$ cat config.mk
export PLATFORM = sky130hd
export DESIGN_NAME = mmu_feeder
export DESIGN_NICKNAME = d
export VERILOG_FILES = /design/src/rtl/tpu_pkg.sv /design/src/rtl/mmu_operand_store.sv /design/src/rtl/mmu_feeder.sv
export SDC_FILE = /design/constraint.sdc
export NUM_CORES = 1
export LEC_CHECK = 0
export ABC_AREA = 1
export CAP_MARGIN = 10
export CORE_MARGIN = 2
export CORE_UTILIZATION = 54
export CTS_CLUSTER_SIZE = 28
export DETAILED_ROUTE_END_ITERATION = 8
export GPL_TIMING_DRIVEN = 0
export PLACE_DENSITY = 0.77
export SLEW_MARGIN = 20
export SYNTH_ARGS = -nofsm -noshare
export SYNTH_HDL_FRONTEND = slang
export SYNTH_SLANG_ARGS = --single-unit
export TNS_END_PERCENT = 100
$ cat constraint.sdc
create_clock -name clk -period 1.1 [get_ports clk]
set_input_delay 0.22 -clock clk [delete_from_list [all_inputs] [get_ports clk]]
set_output_delay 0.22 -clock clk [all_outputs]
set_load 0.005 [all_outputs]
$ cat src/rtl/tpu_pkg.sv
// Shared definitions for the TPU datapath blocks.
//   DATA_W       : width of one matrix element / feed operand
//   N            : systolic array dimension (the feeder is built for 2)
//   NUM_ELEMS    : operand store depth (4 A elements + 4 B elements)
//   FEED_STEPS   : number of feed_cycle steps, the last one being the drain step
//   ADDR_*       : store addresses, A then B, both row-major
package tpu_pkg;

    localparam int DATA_W     = 8;
    localparam int N          = 2;
    localparam int NUM_ELEMS  = 8;
    localparam int FEED_STEPS = 4;

    typedef logic [2:0] addr_t;

    localparam addr_t ADDR_A00 = 3'd0;
    localparam addr_t ADDR_A01 = 3'd1;
    localparam addr_t ADDR_A10 = 3'd2;
    localparam addr_t ADDR_A11 = 3'd3;
    localparam addr_t ADDR_B00 = 3'd4;
    localparam addr_t ADDR_B01 = 3'd5;
    localparam addr_t ADDR_B10 = 3'd6;
    localparam addr_t ADDR_B11 = 3'd7;

    // Feed steps as presented on feed_cycle; STEP_DRAIN carries no data.
    typedef enum logic [1:0] {
        STEP_0     = 2'd0,
        STEP_1     = 2'd1,
        STEP_2     = 2'd2,
        STEP_DRAIN = 2'd3
    } feed_step_e;

endpackage

$ cat src/rtl/mmu_operand_store.sv
// Operand store for the 2x2 MMU feeder.
// Holds the 8 matrix elements, the bitmap of addresses written since the
// last clear, the registered mats_ready flag and the sticky load_err flag.
// Ports:
//   clk, rst_n      : clock, asynchronous active-low reset
//   wm_load_mat     : write strobe
//   wm_addr         : element address (tpu_pkg ADDR_*)
//   load_data       : element value
//   feeding_active  : feed phase in progress; writes are refused while high
//   bitmap_clr      : clear the written-bitmap (end of a feed)
//   mem_o           : all stored elements, indexed by address
//   mats_ready      : every address written since the last clear
//   load_err        : sticky, a write was attempted during a feed
module mmu_operand_store
    import tpu_pkg::*;
#(
    parameter int ELEM_W = tpu_pkg::DATA_W
) (
    input  logic              clk,
    input  logic              rst_n,
    input  logic              wm_load_mat,
    input  logic [2:0]        wm_addr,
    input  logic [ELEM_W-1:0] load_data,
    input  logic              feeding_active,
    input  logic              bitmap_clr,
    output logic [ELEM_W-1:0] mem_o [NUM_ELEMS],
    output logic              mats_ready,
    output logic              load_err
);

    logic [ELEM_W-1:0]    mem_q [NUM_ELEMS];
    logic [ELEM_W-1:0]    mem_d [NUM_ELEMS];
    logic [NUM_ELEMS-1:0] written_q;
    logic [NUM_ELEMS-1:0] written_d;
    logic                 mats_ready_q;
    logic                 mats_ready_d;
    logic                 load_err_q;
    logic                 load_err_d;
    logic                 wr_ok;

    assign wr_ok = wm_load_mat & ~feeding_active;

    // A write landing on the same edge as the bitmap clear still marks its
    // address, so the first element of the next job is not lost.
    genvar gi;
    generate
        for (gi = 0; gi < NUM_ELEMS; gi++) begin : g_elem
            logic we;
            assign we            = wr_ok && (wm_addr == 3'(gi));
            assign mem_d[gi]     = we ? load_data : mem_q[gi];
            assign written_d[gi] = we | (written_q[gi] & ~bitmap_clr);
            assign mem_o[gi]     = mem_q[gi];
        end
    endgenerate

    // Derived from the next bitmap so the flag rises right after the
    // edge that captures the last missing address.
    always_comb begin
        mats_ready_d = &written_d;
        load_err_d   = load_err_q | (wm_load_mat & feeding_active);
    end

    always_ff @(posedge clk or negedge rst_n) begin
        if (!rst_n) begin
            for (int i = 0; i < NUM_ELEMS; i++) begin
                mem_q[i] <= '0;
            end
            written_q    <= '0;
            mats_ready_q <= 1'b0;
            load_err_q   <= 1'b0;
        end else begin
            for (int i = 0; i < NUM_ELEMS; i++) begin
                mem_q[i] <= mem_d[i];
            end
            written_q    <= written_d;
            mats_ready_q <= mats_ready_d;
            load_err_q   <= load_err_d;
        end
    end

    assign mats_ready = mats_ready_q;
    assign load_err   = load_err_q;

endmodule

$ cat src/rtl/mmu_feeder.sv
// Operand store and diagonal-skew feeder for the 2x2 output-stationary MMU.
// Host elements are captured into mmu_operand_store; during the feed phase
// feed_cycle selects which stored elements drive the array's left edge
// (a_row*) and top edge (b_col*), registered with one cycle of latency.
// Ports:
//   clk, rst_n            : clock, asynchronous active-low reset
//   wm_load_mat, wm_addr,
//   load_data             : element write interface from the control unit
//   feeding_active        : feed phase active
//   feed_cycle            : feed step 0..3 (3 = drain)
//   a_row0, a_row1        : left-edge operands for MMU rows 0/1
//   b_col0, b_col1        : top-edge operands for MMU columns 0/1
//   feed_valid            : edge operands valid
//   mmu_clear             : one-cycle accumulator clear at feed start
//   mats_ready            : all 8 elements written since the last feed
//   load_err              : sticky, write attempted during a feed
module mmu_feeder
    import tpu_pkg::*;
#(
    parameter int DATA_W = tpu_pkg::DATA_W,
    parameter int N      = tpu_pkg::N
) (
    input  logic              clk,
    input  logic              rst_n,
    input  logic              wm_load_mat,
    input  logic [2:0]        wm_addr,
    input  logic [DATA_W-1:0] load_data,
    input  logic              feeding_active,
    input  logic [1:0]        feed_cycle,
    output logic [DATA_W-1:0] a_row0,
    output logic [DATA_W-1:0] a_row1,
    output logic [DATA_W-1:0] b_col0,
    output logic [DATA_W-1:0] b_col1,
    output logic              feed_valid,
    output logic              mmu_clear,
    output logic              mats_ready,
    output logic              load_err
);

    generate
        if (N != 2) begin : g_bad_n
            $error("mmu_feeder: only N=2 is supported");
        end
    endgenerate

    logic [DATA_W-1:0] mem [NUM_ELEMS];
    logic              feed_act_q;
    logic              bitmap_clr;

    logic [DATA_W-1:0] a_row0_q, a_row0_d;
    logic [DATA_W-1:0] a_row1_q, a_row1_d;
    logic [DATA_W-1:0] b_col0_q, b_col0_d;
    logic [DATA_W-1:0] b_col1_q, b_col1_d;
    logic              feed_valid_q, feed_valid_d;
    logic              mmu_clear_q, mmu_clear_d;

    // Falling edge of feeding_active ends a job: the next job must reload.
    assign bitmap_clr = feed_act_q & ~feeding_active;

    mmu_operand_store #(
        .ELEM_W (DATA_W)
    ) u_store (
        .clk            (clk),
        .rst_n          (rst_n),
        .wm_load_mat    (wm_load_mat),
        .wm_addr        (wm_addr),
        .load_data      (load_data),
        .feeding_active (feeding_active),
        .bitmap_clr     (bitmap_clr),
        .mem_o          (mem),
        .mats_ready     (mats_ready),
        .load_err       (load_err)
    );

    // Skew: row/column k enters the array k cycles late, with literal zeros
    // filling the slots before and after each operand stream.
    always_comb begin
        a_row0_d     = '0;
        a_row1_d     = '0;
        b_col0_d     = '0;
        b_col1_d     = '0;
        feed_valid_d = 1'b0;
        mmu_clear_d  = feeding_active & ~feed_act_q;
        if (feeding_active) begin
            unique case (feed_step_e'(feed_cycle))
                STEP_0: begin
                    a_row0_d     = mem[ADDR_A00];
                    b_col0_d     = mem[ADDR_B00];
                    feed_valid_d = 1'b1;
                end
                STEP_1: begin
                    a_row0_d     = mem[ADDR_A01];
                    a_row1_d     = mem[ADDR_A10];
                    b_col0_d     = mem[ADDR_B10];
                    b_col1_d     = mem[ADDR_B01];
                    feed_valid_d = 1'b1;
                end
                STEP_2: begin
                    a_row1_d     = mem[ADDR_A11];
                    b_col1_d     = mem[ADDR_B11];
                    feed_valid_d = 1'b1;
                end
                STEP_DRAIN: begin
                    feed_valid_d = 1'b0;
                end
                default: begin
                    feed_valid_d = 1'b0;
                end
            endcase
        end
    end

    always_ff @(posedge clk or negedge rst_n) begin
        if (!rst_n) begin
            feed_act_q   <= 1'b0;
            a_row0_q     <= '0;
            a_row1_q     <= '0;
            b_col0_q     <= '0;
            b_col1_q     <= '0;
            feed_valid_q <= 1'b0;
            mmu_clear_q  <= 1'b0;
        end else begin
            feed_act_q   <= feeding_active;
            a_row0_q     <= a_row0_d;
            a_row1_q     <= a_row1_d;
            b_col0_q     <= b_col0_d;
            b_col1_q     <= b_col1_d;
            feed_valid_q <= feed_valid_d;
            mmu_clear_q  <= mmu_clear_d;
        end
    end

    assign a_row0     = a_row0_q;
    assign a_row1     = a_row1_q;
    assign b_col0     = b_col0_q;
    assign b_col1     = b_col1_q;
    assign feed_valid = feed_valid_q;
    assign mmu_clear  = mmu_clear_q;

endmodule

# == Yosys cells after proc, flatten, opt, wreduce, memory -nomap -nowiden ==
# Cells that the tools add are included.
# totals
memories,0
regBits,109
latchBits,0
output_inout_bits,36
ramBits,0
rom_bits,0
# classes
reduce_logical,12
mux,10
mul,0
order_cmp,0
n_eq_ne,10
bitwise_logic,24
div,0
add_sub_neg,0
n_shift,0
# op_table
op,count
$pmux 8 s2,4
$mux 8,4
$and 1x1->1,12
$eq 3x3->1 const B,4
$or 1x1->1,9
$logic_and 1x1->1,8
$reduce_and 8->1,1
$eq 3x2->1 const B,2
$eq 2x2->1 const B,2
$eq 3x1->1 const B,1
$logic_not 3->1,1
$not 1->1,3
$reduce_or 3->1,1
$eq 2x1->1 const B,1
$logic_not 2->1,1
$pmux 1 s2,1
$mux 1,1

# == Depth between registers and ports, before layout ==
# Gate-level depths: netlist of the first run.
# depth
word_depth,6
depth_mapped,9
ltp_nobuf,9

# == Modules after synthesis ==
# Synthesis of the first run repeated with hierarchy kept, for this count alone.
# unflattened
cells_unflattened,420
area_unflattened_um2,4164.0
# modules_own_cells
mod,area_each_um2,cells_per_inst,instances
mmu_operand_store,2718.9,268,1
mmu_feeder,1445.1,152,1

# == Worst setup path after synthesis of the first run ==
# Ideal clock, no wire load.
# synth_path
path_kind,input-to-reg
from,in feed_cycle[0]
to,reg a_row0_q[6] (netlist: a_row0[6])
required_ps,1022
arrival_time_ps,1082
path_stages,6
setup_slack_ps,-60
path_buffers,2
cell_sequence,inv_1 ha_1 clkbuf_1 clkbuf_1 nand2_1 a21oi_1
# synth_via
elab_chain_len,3
word_cells_on_any_way,4
cone_classes,eq/ne (1); mux (2); reduce/logical (1)
# synth_lines
element,line,text
"start, declared",mmu_feeder.sv:29,"input logic [1:0] feed_cycle,"
$eq 2x1->1 / $logic_not 2->1 (equally long branches),mmu_feeder.sv:85,unique case (feed_step_e'(feed_cycle))
$pmux 8 s2 *,mmu_feeder.sv:85,
$mux 8 *,mmu_feeder.sv:84,if (feeding_active) begin
net a_row0_d[6],mmu_feeder.sv:50,"logic [DATA_W-1:0] a_row0_q, a_row0_d;"
"end signal, assigned",mmu_feeder.sv:124,a_row0_q <= a_row0_d;
"end, declared",mmu_feeder.sv:50,
# The timed path passes the listed nets; every way through them passes the cells marked *.
# A chain may end at the register's enable or synchronous reset.

# == Worst setup path after layout of the first run ==
# layout_path
from,reg feed_act_q
to,reg u_store.mats_ready_q (netlist: u_store.mats_ready)
# layout_via
elab_chain_len,5
word_cells_on_any_way,19
cone_classes,bitwise (18); reduce/logical (1)
# layout_lines
element,line,text
"start, declared",mmu_feeder.sv:47,logic feed_act_q;
"start signal, assigned",mmu_feeder.sv:123,feed_act_q <= feeding_active;
$and 1x1->1 *,mmu_feeder.sv:58,assign bitmap_clr = feed_act_q & ~feeding_active;
$not 1->1 *,mmu_operand_store.sv:51,assign written_d[gi] = we | (written_q[gi] & ~bitmap_clr);
$and 1x1->1,mmu_operand_store.sv:51,
$or 1x1->1,mmu_operand_store.sv:51,
$reduce_and 8->1 *,mmu_operand_store.sv:59,mats_ready_d = &written_d;
net u_store.mats_ready_d,mmu_operand_store.sv:36,logic mats_ready_d;
"end signal, assigned",mmu_operand_store.sv:76,mats_ready_q <= mats_ready_d;
"end, declared",mmu_operand_store.sv:35,logic mats_ready_q;
# Marked as above.

==> qor.yml, run 1 <==
path_clk_slew_ns: 0.09
ff2ff_setup_slack_ns: -0.01
status: "finished with violations"
synthesis.nets: 451
cp_cell_sequence: "inv_2 > nor2_4 > nor2_1 > nor2_1 > nor2_1 > nand2_1 > nor2_2"
fin_area_um2: 5020
hold_class: "in -> reg"
drt_iter0_markers: 213
ys_ff_latch: 109
rsz0062_at_grt: "true"
grt.total_usage_pct: 23.4
avgViaCountPerCell: 5.20
route.vias.total: 3168
die_width_um: 91.9
synth_cell_types: 18
p_per_area_nw_per_um2: 1660
path_class: "reg -> reg"
placed_area_um2: 4850
grt_overflow: 0
max_clock_freq_mhz: 897
max_cap_viol_count: 0
crit_top_cell: "nor2_1"
critPathSlowestCell: "dfrtp_1"
drive_above_1_share_pct: 21.5
ant_nets: 0
timing.final.crit_share_pct: 101
min_period_ns: 1.11
coreArea_um2: 7610
antenna_found_initial: 0
yosysSeqAreaShare_pct: 65.4
layout.nets: 524
post-place-ws_ns: -0.855
wl_per_cell_um: 15.1
endpoint_kind: "flip-flop"
n_fill_cell: 604
grt_max_degree: 79
crit_path_max_incr_delay_ns: 0.42
cts_root_buffer: "clkbuf_8"
finalSetupViolations: 1
syn_area_um2: 4170
tightest_slew_ns: 0.392
ir_worst_vdd_v: 0.00110
crit_path_max_fanout: 4
final_cell_mix: "nand2_1, dfrtp_1, a21oi_1"
num_rows: 32
whs_ns: 0.111
crit_path_start_kind: "flip-flop"
netlist_instances: 430
diodes: 0
slew_violations: 0
ios: 53
first_global_vias: 3095
violations: "setup timing"
die-area_um2: 8440
drc: 0
first_pass_iters: 4
ys_warn_count: 0
relSlewSlack_pct: 73.8
grt_pass1_wl_mm: 15.0
finalHoldViolations: 0
cts.path.max_buffers: 2
mostFrequentLayoutCell: "nand2_1"
wl_mm: 9.21
initial_utilization_pct: 54.8
io_buffers: 52
routabilityCongestion: 0.841
numCtsBuffers: 9
syn_area_per_cell_um2: 9.69
required_ns: 1.36
cts.htree.levels: 3
arrival_ns: 1.37
insertion_delay_ns: 0.36
fin_skew_ns: 0.00983
dp_hpwl_mm: 6.06
cts_tree: "yes"
setup_ws_ns: -0.0147
clock-sinks: 109
fp.dieH_um: 91.9
syn_to_final_growth_pct: 20.5
p_leak_uw: 0.00247
logic make-up (layout without fill, tap and decap cells):
kind of cell,after synthesis,after routing,synth area share (%)
flip-flops,109,109,65.4
AND/OR/NAND/NOR,173,173,16.8
AO/OA/AOI/OAI,98,98,11.8
adder cells (fa/ha/maj),4,4,1.20
buffers and inverters,46,123,4.68
flip-flops by register name, summed over array words and instances (netlist names):
register,cells
u_store.written_q,8
u_store.mem_o,64
feed_valid,1
u_store.mats_ready,1
a_row1,8
mmu_clear,1
u_store.load_err,1
a_row0,8
b_col1,8
feed_act_q,1
b_col0,8
path summary, 6_finish.rpt:
| kind | cells after the start | to | startpoint |
|---|---|---|---|
| setup / recovery | 7 | u_store.mats_ready | feed_act_q |
| max in group asynchronous | 3 | u_store.mem_o[7] | rst_n |
| setup reg to reg | 7 | u_store.mats_ready | feed_act_q |
| hold reg to reg | 2 | u_store.written_q[1] | u_store.written_q[1] |
| min in group asynchronous | 2 | u_store.mem_o[29] | rst_n |
| hold / removal | 1 | feed_act_q | feeding_active |
power by group:
| group | leakage, uW | switching [uW] | internal [uW] |
|---|---|---|---|
| clock | 0.0000854 | 1280 | 1040 |
| sequential | 0.00139 | 301 | 4610 |
| combinational | 0.000997 | 659 | 469 |
| total | 0.00247 | 2240 | 6120 |
final cells by class:
class                           instances  area [um^2]  area share (%)
Buffer                                 16          123            2.44
Timing Repair Buffer                   64          438            8.72
Multi-Input combinational cell        275         1320            26.3
Tap cell                              102          128            2.54
Clock inverter                          4         50.0           0.996
Clock buffer                           11          131            2.62
Sequential cell                       109         2730            54.3
Inverter                               28          108            2.14
per-stage QoR:
step	total power, uW	setup TNS (ns)	utilization [%]	std cells
after detailed placement	6120	-72.09	63.7	585
after global routing	8810	-0.488	66.0	609
after global placement	6030	-510.82	63.4	584
final	8350	-0.0147	66.0	609
after floorplan	5570	0	-	430
after CTS	8350	-0.0485	64.6	601
critical path, delay by kind of cell (launching register included):
family,cells,cell delay (ns)
buf+inv,1,0.07
flops,1,0.42
simple gates,6,0.54
cells in the mapped netlist:
| cell type | instances | area [um^2] |
|---|---|---|
| ha_1 | 4 | 50.1 |
| nand2_1 | 121 | 454 |
| buf_2 | 3 | 15.0 |
| nor2_1 | 42 | 158 |
| dfrtp_1 | 109 | 2730 |
| a21oi_1 | 56 | 280 |
| inv_1 | 24 | 90.1 |
| inv_2 | 4 | 15.0 |
| buf_6 | 1 | 11.3 |
| clkbuf_1 | 10 | 37.5 |
| o21ai_0 | 40 | 200 |
| o21ai_1 | 1 | 5.00 |
| buf_1 | 1 | 3.75 |
| nor2_4 | 4 | 45.0 |
| nand3_2 | 3 | 30.0 |
| o21bai_1 | 1 | 7.51 |
| buf_4 | 3 | 22.5 |
| nand3_1 | 3 | 15.0 |
repair_timing:
item / CTS / global route
hold buffers: 1 / 0
setup buffers: 1 / 8
resized for setup: 171 / 37
endpoints found under the hold margin: 31 / 0
pin swaps: 1 / 12
gates cloned: 1 / 0
endpoints found under the setup margin: 140 / 108
layer usage:
metal | track usage, % | routed length, um
met5 | 0 | 0
met4 | 12.7 | 208
met3 | 3.78 | 423
met2 | 35.2 | 4470
met1 | 32.8 | 4110
No activity file was read; power rests on OpenSTA's default activity.
==> run 2, diff against run 1 <==
Settings changed: CORE_MARGIN 2 to 5, CTS_CLUSTER_DIAMETER set to 40, HOLD_SLACK_MARGIN set to 0.06.
==> run 2 against run 1 <==
  * The run still ends with setup timing left
  * Critical endpoint unchanged
  * Largest cell class unchanged
  * Die area grew 13%
  * Highest routed layer unchanged
  * Sequential share of layout area is 0.35 points lower
  * Flip-flop and latch count unchanged
==> qor.yml, run 2 (synthesis results as in run 1) <==
status: "finished with violations"
violations: "setup timing"
required_ns: 1.36  # about the same
ant_nets: 0  # unchanged
syn_to_final_growth_pct: 21.3
gr-usage-met3_pct: 3.64  # -0.14 points
switching_power_uw: 2210  # -1.1%
post-place-ws_ns: -0.837  # +0.0184 ns
finalSetupViolations: 1  # unchanged
route.vias.total: 3211  # +1.4%
dp_cells: 585  # unchanged
grt_max_degree: 79  # unchanged
drt_iter0_markers: 147  # -31%
cts_tree: "yes"
max_clock_freq_mhz: 878  # -2.2%
avgViaCountPerCell: 5.29  # +1.7%
rsz0062_at_grt: "true"
busiest_layer: "met2"
p_int_uw: 6210  # +1.5%
die_width_um: 97.9  # +6.5%
dp_hpwl_mm: 6.22  # +2.6%
mostFrequentLayoutCell: "nand2_1"
cts_root_buffer: "clkbuf_8"
first_global_vias: 3107  # +0.39%
setup_ws_ns: -0.0393  # -0.0247 ns
tightest_slew_ns: 0.395  # +0.00333 ns
final_cell_mix: "nand2_1, dfrtp_1, a21oi_1"
cts.htree.levels: 3  # unchanged
endpoint_kind: "flip-flop"
ir_worst_vdd_v: 0.000824  # -25%
fin_skew_ns: 0.00625  # -0.00358 ns
largest_reg_flops: 64  # unchanged
p_per_area_nw_per_um2: 1660  # +0.13%
grt_pass1_wl_mm: 15.8  # +4.9%
crit_path_max_fanout: 4  # unchanged
io_buffers: 52  # unchanged
wl_mm: 9.47  # +2.8%
die-area_um2: 9570  # +13%
first_pass_iters: 5  # +1
placed_area_um2: 4850  # unchanged
ios: 53  # unchanged
grt_util_met1_pct: 29.3  # -3.5 points
routabilityCongestion: 0.861  # +2.3%
timing.final.crit_share_pct: 104  # +2.2 points
final_cells: 607  # -0.33%
p_clk_share_pct: 28.1  # +0.4 points
met2_usage_pct: 32.3  # -2.9 points
wl_per_cell_um: 15.6  # +3.2%
path_class: "reg -> reg"
grt_overflow: 0  # unchanged
fp.dieH_um: 97.9  # +6.5%
hold_class: "in -> reg"
initial_utilization_pct: 54.8  # unchanged
coreArea_um2: 7610  # unchanged
slew_violations: 0  # unchanged
netSwitchingFraction_pct: 26.3  # -0.51 points
finalHoldViolations: 0  # unchanged
final_core_util_pct: 66.5  # +0.43 points
clock-sinks: 109  # unchanged
num_rows: 32  # unchanged
layout.nets: 521  # -0.57%
numCtsBuffers: 9  # unchanged
diodes: 0  # unchanged
min_period_ns: 1.14  # +0.0247 ns
p_leak_uw: 0.00247  # +0.16%
drive_above_1_share_pct: 20.6  # -0.90 points
crit_path_start_kind: "flip-flop"
finalSetupTns_ns: -0.0393  # -0.0247 ns
p_comb_share_pct: 13.7  # +0.2 points
antenna_found_initial: 0  # unchanged
arrival_ns: 1.40  # +0.03 ns
seq_power_share_pct: 58.2  # -0.5 points
grt.total_usage_pct: 20.8  # -2.6 points
cts.path.max_buffers: 2  # unchanged
fin_area_um2: 5060  # +0.65%
path_clk_slew_ns: 0.10  # about the same
max_cap_viol_count: 0  # unchanged
relSlewSlack_pct: 73.6  # -0.22 points
insertion_delay_ns: 0.36  # about the same
drc: 0  # unchanged
run 2: cell types whose count changed in the layout (fill, tap and decap cells not counted), moves of 2 or more:
cell      before  now
nand2_2        5    3
buf_4         17   12
clkbuf_2       3    1
nor2_1        35   37
clkbuf_8      10   13
nor2_2         5    3
buf_6          2    4
run 2: final timing paths:
path                                  start  cells past startpoint  slack, ns            endpoint
setup / recovery                 feed_act_q                      7      -0.04  u_store.mats_ready
hold / removal               feeding_active                      1       0.12          feed_act_q
setup reg to reg                 feed_act_q                      7      -0.04  u_store.mats_ready
hold reg to reg            u_store.load_err                      1       0.48    u_store.load_err
max in group asynchronous             rst_n                      3       0.14   u_store.mem_o[35]
min in group asynchronous             rst_n                      2       0.29   u_store.mem_o[29]
run 2: per-layer routing:
layer	share of wire, %	vias up
met5	0	-
met4	2.4	0
met3	5.2	21
met2	49	104
met1	43	1581
li1	-	1505
run 2: per-stage QoR:
stage / hold slack (ns) / power (uW)
6_report: 0.118 / 8420
5_1_grt: 0.111 / 8870
4_1_cts: 0.232 / 8440
3_5_place_dp: 0.118 / 6120
3_3_place_gp: 0.460 / 6030
2_1_floorplan: -0.0756 / 5570
run 2: timing repair:
action	CTS	global route
pin swaps	2	4
gates cloned	1	0
setup buffers	2	5
resized for setup	191	20
endpoints found under the hold margin	31	0
endpoints found under the setup margin	140	91
hold buffers	1	0
run 2: power groups by stage:
stage / Clock (uW) / Combinational, uW / Sequential [uW]
after floorplan: 0 / 652 / 4920
after global placement: 0 / 1080 / 4950
after detailed placement: 0 / 1150 / 4970
after CTS: 2410 / 1140 / 4890
after global routing: 2550 / 1340 / 4970
final: 2370 / 1150 / 4900
run 2: critical path, cell delays in order, from the launching register on:
cell	delay [ns]
dfrtp_1	0.42
inv_2	0.07
nor2_4	0.14
nor2_1	0.05
nor2_1	0.14
nor2_1	0.07
nand2_1	0.10
nor2_1	0.05
run 2: area by class of cell:
class | instances | area, um^2
Timing Repair Buffer | 62 | 428
Inverter | 28 | 110
Multi-Input combinational cell | 275 | 1330
Clock inverter | 3 | 45.0
Sequential cell | 109 | 2730
Fill cell | 576 | 2550
Tap cell | 102 | 128
Clock buffer | 13 | 149
Buffer | 15 | 140
==> run 3, diff against run 2 <==
Settings changed: GPL_ROUTABILITY_DRIVEN set to 0.
==> results of run 3 <==
The final DEF is identical to that of run 2; final timing and power are the same.
